[src/rtl/set_mode_ctrl_if.sv]
// Button/controller boundary for the time-setting controller: debounced button
// levels in, mode and one-cycle strobes out.
interface set_mode_ctrl_if;
    logic       btn_mode;
    logic       btn_up;
    logic       btn_down;
    logic [1:0] mode;
    logic       inc_pulse;
    logic       dec_pulse;
    logic       blank;
    logic       set_done;

    modport master (
        output btn_mode, btn_up, btn_down,
        input  mode, inc_pulse, dec_pulse, blank, set_done
    );

    modport slave (
        input  btn_mode, btn_up, btn_down,
        output mode, inc_pulse, dec_pulse, blank, set_done
    );
endinterface

[src/rtl/set_mode_ctrl.sv]
// Setting-mode FSM with press/hold auto-repeat, blink strobe and idle timeout.
//   state   | meaning
//   ST_RUN  | clock running, buttons other than mode ignored
//   ST_HOUR | hour field selected for adjustment
//   ST_MIN  | minute field selected
//   ST_SEC  | second field selected
module set_mode_ctrl #(
    parameter int unsigned LONG_CYC    = 25_000_000,
    parameter int unsigned REPEAT_CYC  = 5_000_000,
    parameter int unsigned TIMEOUT_CYC = 500_000_000,
    parameter int unsigned BLINK_CYC   = 12_500_000
) (
    input  logic           clk,
    input  logic           rst_n,
    set_mode_ctrl_if.slave bus
);
    typedef enum logic [1:0] {
        ST_RUN  = 2'b00,
        ST_HOUR = 2'b01,
        ST_MIN  = 2'b10,
        ST_SEC  = 2'b11
    } state_t;

    localparam logic [28:0] LONG_TC    = 29'(LONG_CYC - 1);
    localparam logic [28:0] REPEAT_TC  = 29'(REPEAT_CYC - 1);
    localparam logic [28:0] TIMEOUT_TC = 29'(TIMEOUT_CYC - 1);
    localparam logic [28:0] BLINK_TC   = 29'(BLINK_CYC - 1);

    state_t      state, state_n;
    logic        hist_mode, hist_up, hist_down;
    logic [28:0] hold_cnt, hold_n;
    logic [28:0] idle_cnt, idle_n;
    logic [28:0] blink_cnt, blink_n;
    logic        phase, phase_n;   // 0 = waiting for LONG, 1 = repeating
    logic        armed, armed_n;   // a single accepted press is being held
    logic        dir, dir_n;       // 0 = up, 1 = down
    logic        blank_q, blank_n;
    logic        inc_q, inc_n;
    logic        dec_q, dec_n;
    logic        done_q, done_n;

    logic rise_m, rise_u, rise_d, held, any_btn;
    logic [28:0] hold_tc;

    assign rise_m  = bus.btn_mode & ~hist_mode;
    assign rise_u  = bus.btn_up   & ~hist_up;
    assign rise_d  = bus.btn_down & ~hist_down;
    assign held    = dir ? bus.btn_down : bus.btn_up;
    assign any_btn = bus.btn_up | bus.btn_down;
    assign hold_tc = phase ? REPEAT_TC : LONG_TC;

    always_ff @(posedge clk or negedge rst_n) begin
        if (!rst_n) begin
            state     <= ST_RUN;
            hist_mode <= 1'b0;
            hist_up   <= 1'b0;
            hist_down <= 1'b0;
            hold_cnt  <= '0;
            idle_cnt  <= '0;
            blink_cnt <= '0;
            phase     <= 1'b0;
            armed     <= 1'b0;
            dir       <= 1'b0;
            blank_q   <= 1'b0;
            inc_q     <= 1'b0;
            dec_q     <= 1'b0;
            done_q    <= 1'b0;
        end else begin
            state     <= state_n;
            hist_mode <= bus.btn_mode;
            hist_up   <= bus.btn_up;
            hist_down <= bus.btn_down;
            hold_cnt  <= hold_n;
            idle_cnt  <= idle_n;
            blink_cnt <= blink_n;
            phase     <= phase_n;
            armed     <= armed_n;
            dir       <= dir_n;
            blank_q   <= blank_n;
            inc_q     <= inc_n;
            dec_q     <= dec_n;
            done_q    <= done_n;
        end
    end

    always_comb begin
        state_n = state;
        hold_n  = hold_cnt;
        idle_n  = idle_cnt;
        blink_n = blink_cnt;
        phase_n = phase;
        armed_n = armed;
        dir_n   = dir;
        blank_n = blank_q;
        inc_n   = 1'b0;
        dec_n   = 1'b0;
        done_n  = 1'b0;

        if (state == ST_RUN || rise_m ||
            (!any_btn && idle_cnt == TIMEOUT_TC)) begin
            // Any mode change (or staying in RUN) restarts every timer and
            // forgets the current press, so repeat needs a fresh edge.
            hold_n  = '0;
            idle_n  = '0;
            blink_n = '0;
            phase_n = 1'b0;
            armed_n = 1'b0;
            blank_n = 1'b0;
            if (state == ST_RUN) begin
                if (rise_m)
                    state_n = ST_HOUR;
            end else if (rise_m) begin
                state_n = (state == ST_SEC) ? ST_RUN : state_t'(state + 2'd1);
                done_n  = (state == ST_SEC);
            end else begin
                state_n = ST_RUN;
                done_n  = 1'b1;
            end
        end else begin
            idle_n = any_btn ? '0 : idle_cnt + 29'd1;

            if (bus.btn_up && bus.btn_down) begin
                hold_n  = '0;
                phase_n = 1'b0;
                armed_n = 1'b0;
            end else if (rise_u || rise_d) begin
                inc_n   = rise_u;
                dec_n   = rise_d;
                hold_n  = '0;
                phase_n = 1'b0;
                armed_n = 1'b1;
                dir_n   = rise_d;
            end else if (armed && held) begin
                if (hold_cnt == hold_tc) begin
                    inc_n   = ~dir;
                    dec_n   = dir;
                    hold_n  = '0;
                    phase_n = 1'b1;
                end else begin
                    hold_n = hold_cnt + 29'd1;
                end
            end else begin
                hold_n  = '0;
                phase_n = 1'b0;
                armed_n = 1'b0;
            end

            // Keep the field visible right after each adjustment.
            if (inc_n || dec_n) begin
                blank_n = 1'b0;
                blink_n = '0;
            end else if (blink_cnt == BLINK_TC) begin
                blank_n = ~blank_q;
                blink_n = '0;
            end else begin
                blink_n = blink_cnt + 29'd1;
            end
        end
    end

    assign bus.mode      = state;
    assign bus.inc_pulse = inc_q;
    assign bus.dec_pulse = dec_q;
    assign bus.blank     = blank_q;
    assign bus.set_done  = done_q;
endmodule
[src/flat_wrapper.sv]
// flat-port wrapper written by rule: the top's interface ports become plain ports
module set_mode_ctrl_flat 
#(
    parameter int unsigned LONG_CYC    = 25_000_000,
    parameter int unsigned REPEAT_CYC  = 5_000_000,
    parameter int unsigned TIMEOUT_CYC = 500_000_000,
    parameter int unsigned BLINK_CYC   = 12_500_000
)
  (clk, rst_n, bus_btn_mode, bus_btn_up, bus_btn_down, bus_mode, bus_inc_pulse, bus_dec_pulse, bus_blank, bus_set_done);
  set_mode_ctrl_if bus_i ();
  input  logic clk;
  input  logic rst_n;
  input wire logic [$bits(bus_i.btn_mode)-1:0] bus_btn_mode;
  input wire logic [$bits(bus_i.btn_up)-1:0] bus_btn_up;
  input wire logic [$bits(bus_i.btn_down)-1:0] bus_btn_down;
  output wire logic [$bits(bus_i.mode)-1:0] bus_mode;
  output wire logic [$bits(bus_i.inc_pulse)-1:0] bus_inc_pulse;
  output wire logic [$bits(bus_i.dec_pulse)-1:0] bus_dec_pulse;
  output wire logic [$bits(bus_i.blank)-1:0] bus_blank;
  output wire logic [$bits(bus_i.set_done)-1:0] bus_set_done;
  assign bus_i.btn_mode = bus_btn_mode;
  assign bus_i.btn_up = bus_btn_up;
  assign bus_i.btn_down = bus_btn_down;
  assign bus_mode = bus_i.mode;
  assign bus_inc_pulse = bus_i.inc_pulse;
  assign bus_dec_pulse = bus_i.dec_pulse;
  assign bus_blank = bus_i.blank;
  assign bus_set_done = bus_i.set_done;
  set_mode_ctrl #(.LONG_CYC(LONG_CYC), .REPEAT_CYC(REPEAT_CYC), .TIMEOUT_CYC(TIMEOUT_CYC), .BLINK_CYC(BLINK_CYC)) u_core (.clk(clk), .rst_n(rst_n), .bus(bus_i));
endmodule
[config.mk]
export PLATFORM = sky130hd
export DESIGN_NAME = set_mode_ctrl_flat
export DESIGN_NICKNAME = d
export VERILOG_FILES = /design/src/rtl/set_mode_ctrl_if.sv /design/src/rtl/set_mode_ctrl.sv /design/src/flat_wrapper.sv
export SDC_FILE = /design/constraint.sdc
export NUM_CORES = 1
export LEC_CHECK = 0
export CAP_MARGIN = 20
export CELL_PAD_IN_SITES_DETAIL_PLACEMENT = 0
export CELL_PAD_IN_SITES_GLOBAL_PLACEMENT = 1
export CORE_MARGIN = 10
export CORE_UTILIZATION = 25
export CTS_CLUSTER_SIZE = 40
export DETAILED_ROUTE_END_ITERATION = 10
export PLACE_DENSITY_LB_ADDON = 0.1
export SYNTH_ARGS = -nofsm -noshare
export SYNTH_HDL_FRONTEND = slang
export SYNTH_SLANG_ARGS = --single-unit
[constraint.sdc]
create_clock -name clk -period 4.4 [get_ports clk]
set_clock_uncertainty 0.05 [all_clocks]
set_input_delay 0.88 -clock clk [delete_from_list [all_inputs] [get_ports clk]]
set_output_delay 0.88 -clock clk [all_outputs]
set_load 0.05 [all_outputs]
==> impl_results.md <==
* DIE HEIGHT at 162 microns
* Setup-failing EPs final at 0
* Reg2Reg Depth at 5
* Global-route wire length before repair at about 21000 microns
* Vias per cell at 4.61
* Post-DP HPWL at 7960 microns
* Critical Path RT at 4.60 ns
* Number of max-cap violations at 0
* Worst path cell trace: clkdlybuf4s50_1 -> nor4bb_1 -> nand4_1 -> o31a_1 -> nand2_1 -> buf_4 -> nor2_1
* Slew at the pin with the worst max-slew slack at 0.882 ns
* Post-synth top area share at about half
* Vias in the first global route at approximately 3900
* Initial antenna violation count at 0
* # clock sinks at slightly below 100
* Max-slew headroom at 40.7%
* Nets at roughly 540
* Layout cells sized above 1 at slightly below 5%
* Slowest Stage Delay on Critical Path at just under 0.6 ns
* Total GRT Usage at 9.71%
* Highest clock rate at between 300 and 400 MHz
* Syn_area_per_cell at just under 10 sq um
* Die area at 26300 sq um
* Crit path max-delay family: simple AND/OR/NAND/NOR gates
* XOR/XNOR Fraction of Synth Area at 14.2%
* Worst reg2reg path startpoint: u_core.hold_cnt[21]
* Hold path endpoint: u_core.blink_cnt[0]
* Site row count at 51
* Endpoints failing hold at 0
* RSZ-0062 raised after global routing: no
* Tmin final at between 3 and 4 ns
* Crit path capture type: register
* Hold depth at 1
* Clk_lat worst skew at approximately 0.36 ns
* Total placed cells including tap cells at between 700 and 800
* Mapped Nets at ~540
* H-tree depth at 3
* FF+latch count, synth at between 90 and 100
* Crit Path Category: in -> reg
* Area Overhead vs Synth at 13.7%
* Worst Path Buf+Inv at 2
* Run status: finished, final reports clean
* Min-Delay Startpoint: u_core.blink_cnt[0]
* Post-Route WL at around 12000 microns
* Synth Area in Compound Gates at under 10%
* IO Pins at 11
* Top post-synthesis cells by area: dfrtp_1 (49%), xnor2_1 (9.5%), nor2_1 (5.8%)
* Diode count at 0
* Total setup buffers inserted after CTS at 0
* 1st-pass router iterations at 4
* Min-Delay Path Class: reg -> reg
* Static Leak at roughly 2.1 nW
* Die Wd at around 160 microns
* Post-Synth Adder-Cell Area at around 1.2%
* Post-Layout Cell Count at between 800 and 900
* Worst Path Arrival at around 3.3 ns
* Simple-Gate Fraction of Synth Area at between 20% and 30%
* DRC viols at 0
* Startpoint Class: input pin
* P per Cell Area at about 370 nW/um^2
* TNS Setup at 0 ns
* CTS resizes at 0
* Synth warn at 0
* Core area at just under 20000 sq um
* Post-synthesis sequential area ratio at about half
* Slew Limit Fails at 0
* Peak VDD IR at between 0.0002 and 0.00025 V
* Yosys cell types at 41
* Routed vias at between 3000 and 4000
* Filler Cells Inserted at 2080
* Detail Route Antenna Nets at 0
* Clk slew on worst S/H paths at 0.07 ns
* Starting DRT DRC Count at about 180
* CTS tree: built
* Mapped cell area at a little over 5000 sq um
* Congestion Overflow GR at 0
* Area leader, netlist: dfrtp_1
* Pin count of the biggest net entering global routing at 44
* R2R Setup Slk at roughly 1.7 ns
* Routability cong. at between 0.7 and 0.8
* CTS Hold Buffers Added at 0
* Post-synth ARST share at 100%
* Final worst-path cycle share at between 60 and 70%
* Root Driver: clkbuf_16
* PnR Total Power at 2.13 mW
* Ys flop type: dfrtp_1
* Mux cell area share after synthesis at 0%
* Most common cell in the synthesized netlist: dfrtp_1
* Largest family of logic cells by synthesized area: simple AND/OR/NAND/NOR gates
* Post-Syn Instances at ~530
* Routed wire per std cell at 14.9 microns
* Synth cell count leaders: dfrtp_1 (99), nor2_1 (78), xnor2_1 (55), nor3_1 (53), nand2_1 (37)
* Crit. Startpoint: bus_btn_up
* CP Max Fanout at 17
* Post-synth EDFFs at 0
* Starting Density at 25.7%
* Num CTS Buffers at 9
* Port buffer count at 10
* RR Endpoint: u_core.blink_cnt[11]
* Slowest cell on crit path: clkdlybuf4s50_1
* Clock buffer depth at 2
## worst max-delay path by stage
stage                                to  slack [ns]  cells past startpoint
CTS                 u_core.idle_cnt[17]        1.34                      7
global route        u_core.idle_cnt[25]        1.14                      7
global placement    u_core.idle_cnt[21]        1.09                      7
finish              u_core.idle_cnt[26]        1.34                      7
floorplan           u_core.hold_cnt[21]        1.99                      7
detailed placement  u_core.idle_cnt[26]        0.95                      7
## power by group
part           switching (mW)  total [mW]  leakage [nW]  internal (mW)
Sequential             0.0241       0.961          1.37          0.937
Combinational           0.198       0.278         0.554         0.0798
Clock                   0.360       0.887         0.162          0.527
## routing by layer
| metal | global-route usage (%) | wire [microns] |
|---|---|---|
| met1 | 13.2 | 6160 |
| met2 | 14.6 | 5260 |
| met3 | 2.78 | 376 |
| met4 | 2.73 | 179 |
| met5 | 0 | 0 |
## metrics by stage
step	hold slack, ns	setup WS, ns	utilization, %	instance area [sq um]
4_1_cts	0.422	1.34	29.2	5740
5_1_grt	0.459	1.14	29.2	5740
3_3_place_gp	0.400	1.09	27.5	5410
6_report	0.422	1.34	29.2	5740
2_1_floorplan	0.384	1.99	-	5050
3_5_place_dp	0.412	0.954	27.5	5410
## sequential cells by signal, indices dropped and copies added, names as in the netlist
register / flops
u_core.hist_up: 1
u_core.blink_cnt: 29
u_core.bus.blank: 1
u_core.idle_cnt: 29
u_core.hold_cnt: 29
u_core.hist_down: 1
u_core.bus.inc_pulse: 1
u_core.bus.dec_pulse: 1
u_core.bus.set_done: 1
u_core.hist_mode: 1
u_core.dir: 1
u_core.bus.mode: 2
u_core.phase: 1
u_core.armed: 1
## layout by cell type (no fill, tap or decap), types with 12 or more instances in the layout
cell type / count
dfrtp_1: 99
nor2_1: 78
xnor2_1: 55
nor3_1: 53
nand2_1: 37
nand3_1: 29
xor2_1: 27
nand4_1: 19
inv_1: 14
nor4_1: 13
and4_1: 12
## area by class of cell
class	instances	area, sq um	share of cell area (%)
sequential	99	2480	43.2
clock inverter	4	73.8	1.29
inverter	14	52.6	0.916
tap	265	332	5.78
clock buffer	11	253	4.40
multi-input combinational	392	2410	42.0
timing repair buffer	16	143	2.49
## kinds of logic (layout without fill, tap and decap cells)
group / after synthesis / in the layout
AO/OA/AOI/OAI: 22 / 22
XOR/XNOR: 82 / 82
adder cells (fa/ha/maj): 5 / 5
buffers and inverters: 34 / 45
flip-flops: 99 / 99
AND/OR/NAND/NOR: 283 / 283
Power figures use the tool's default switching activity.
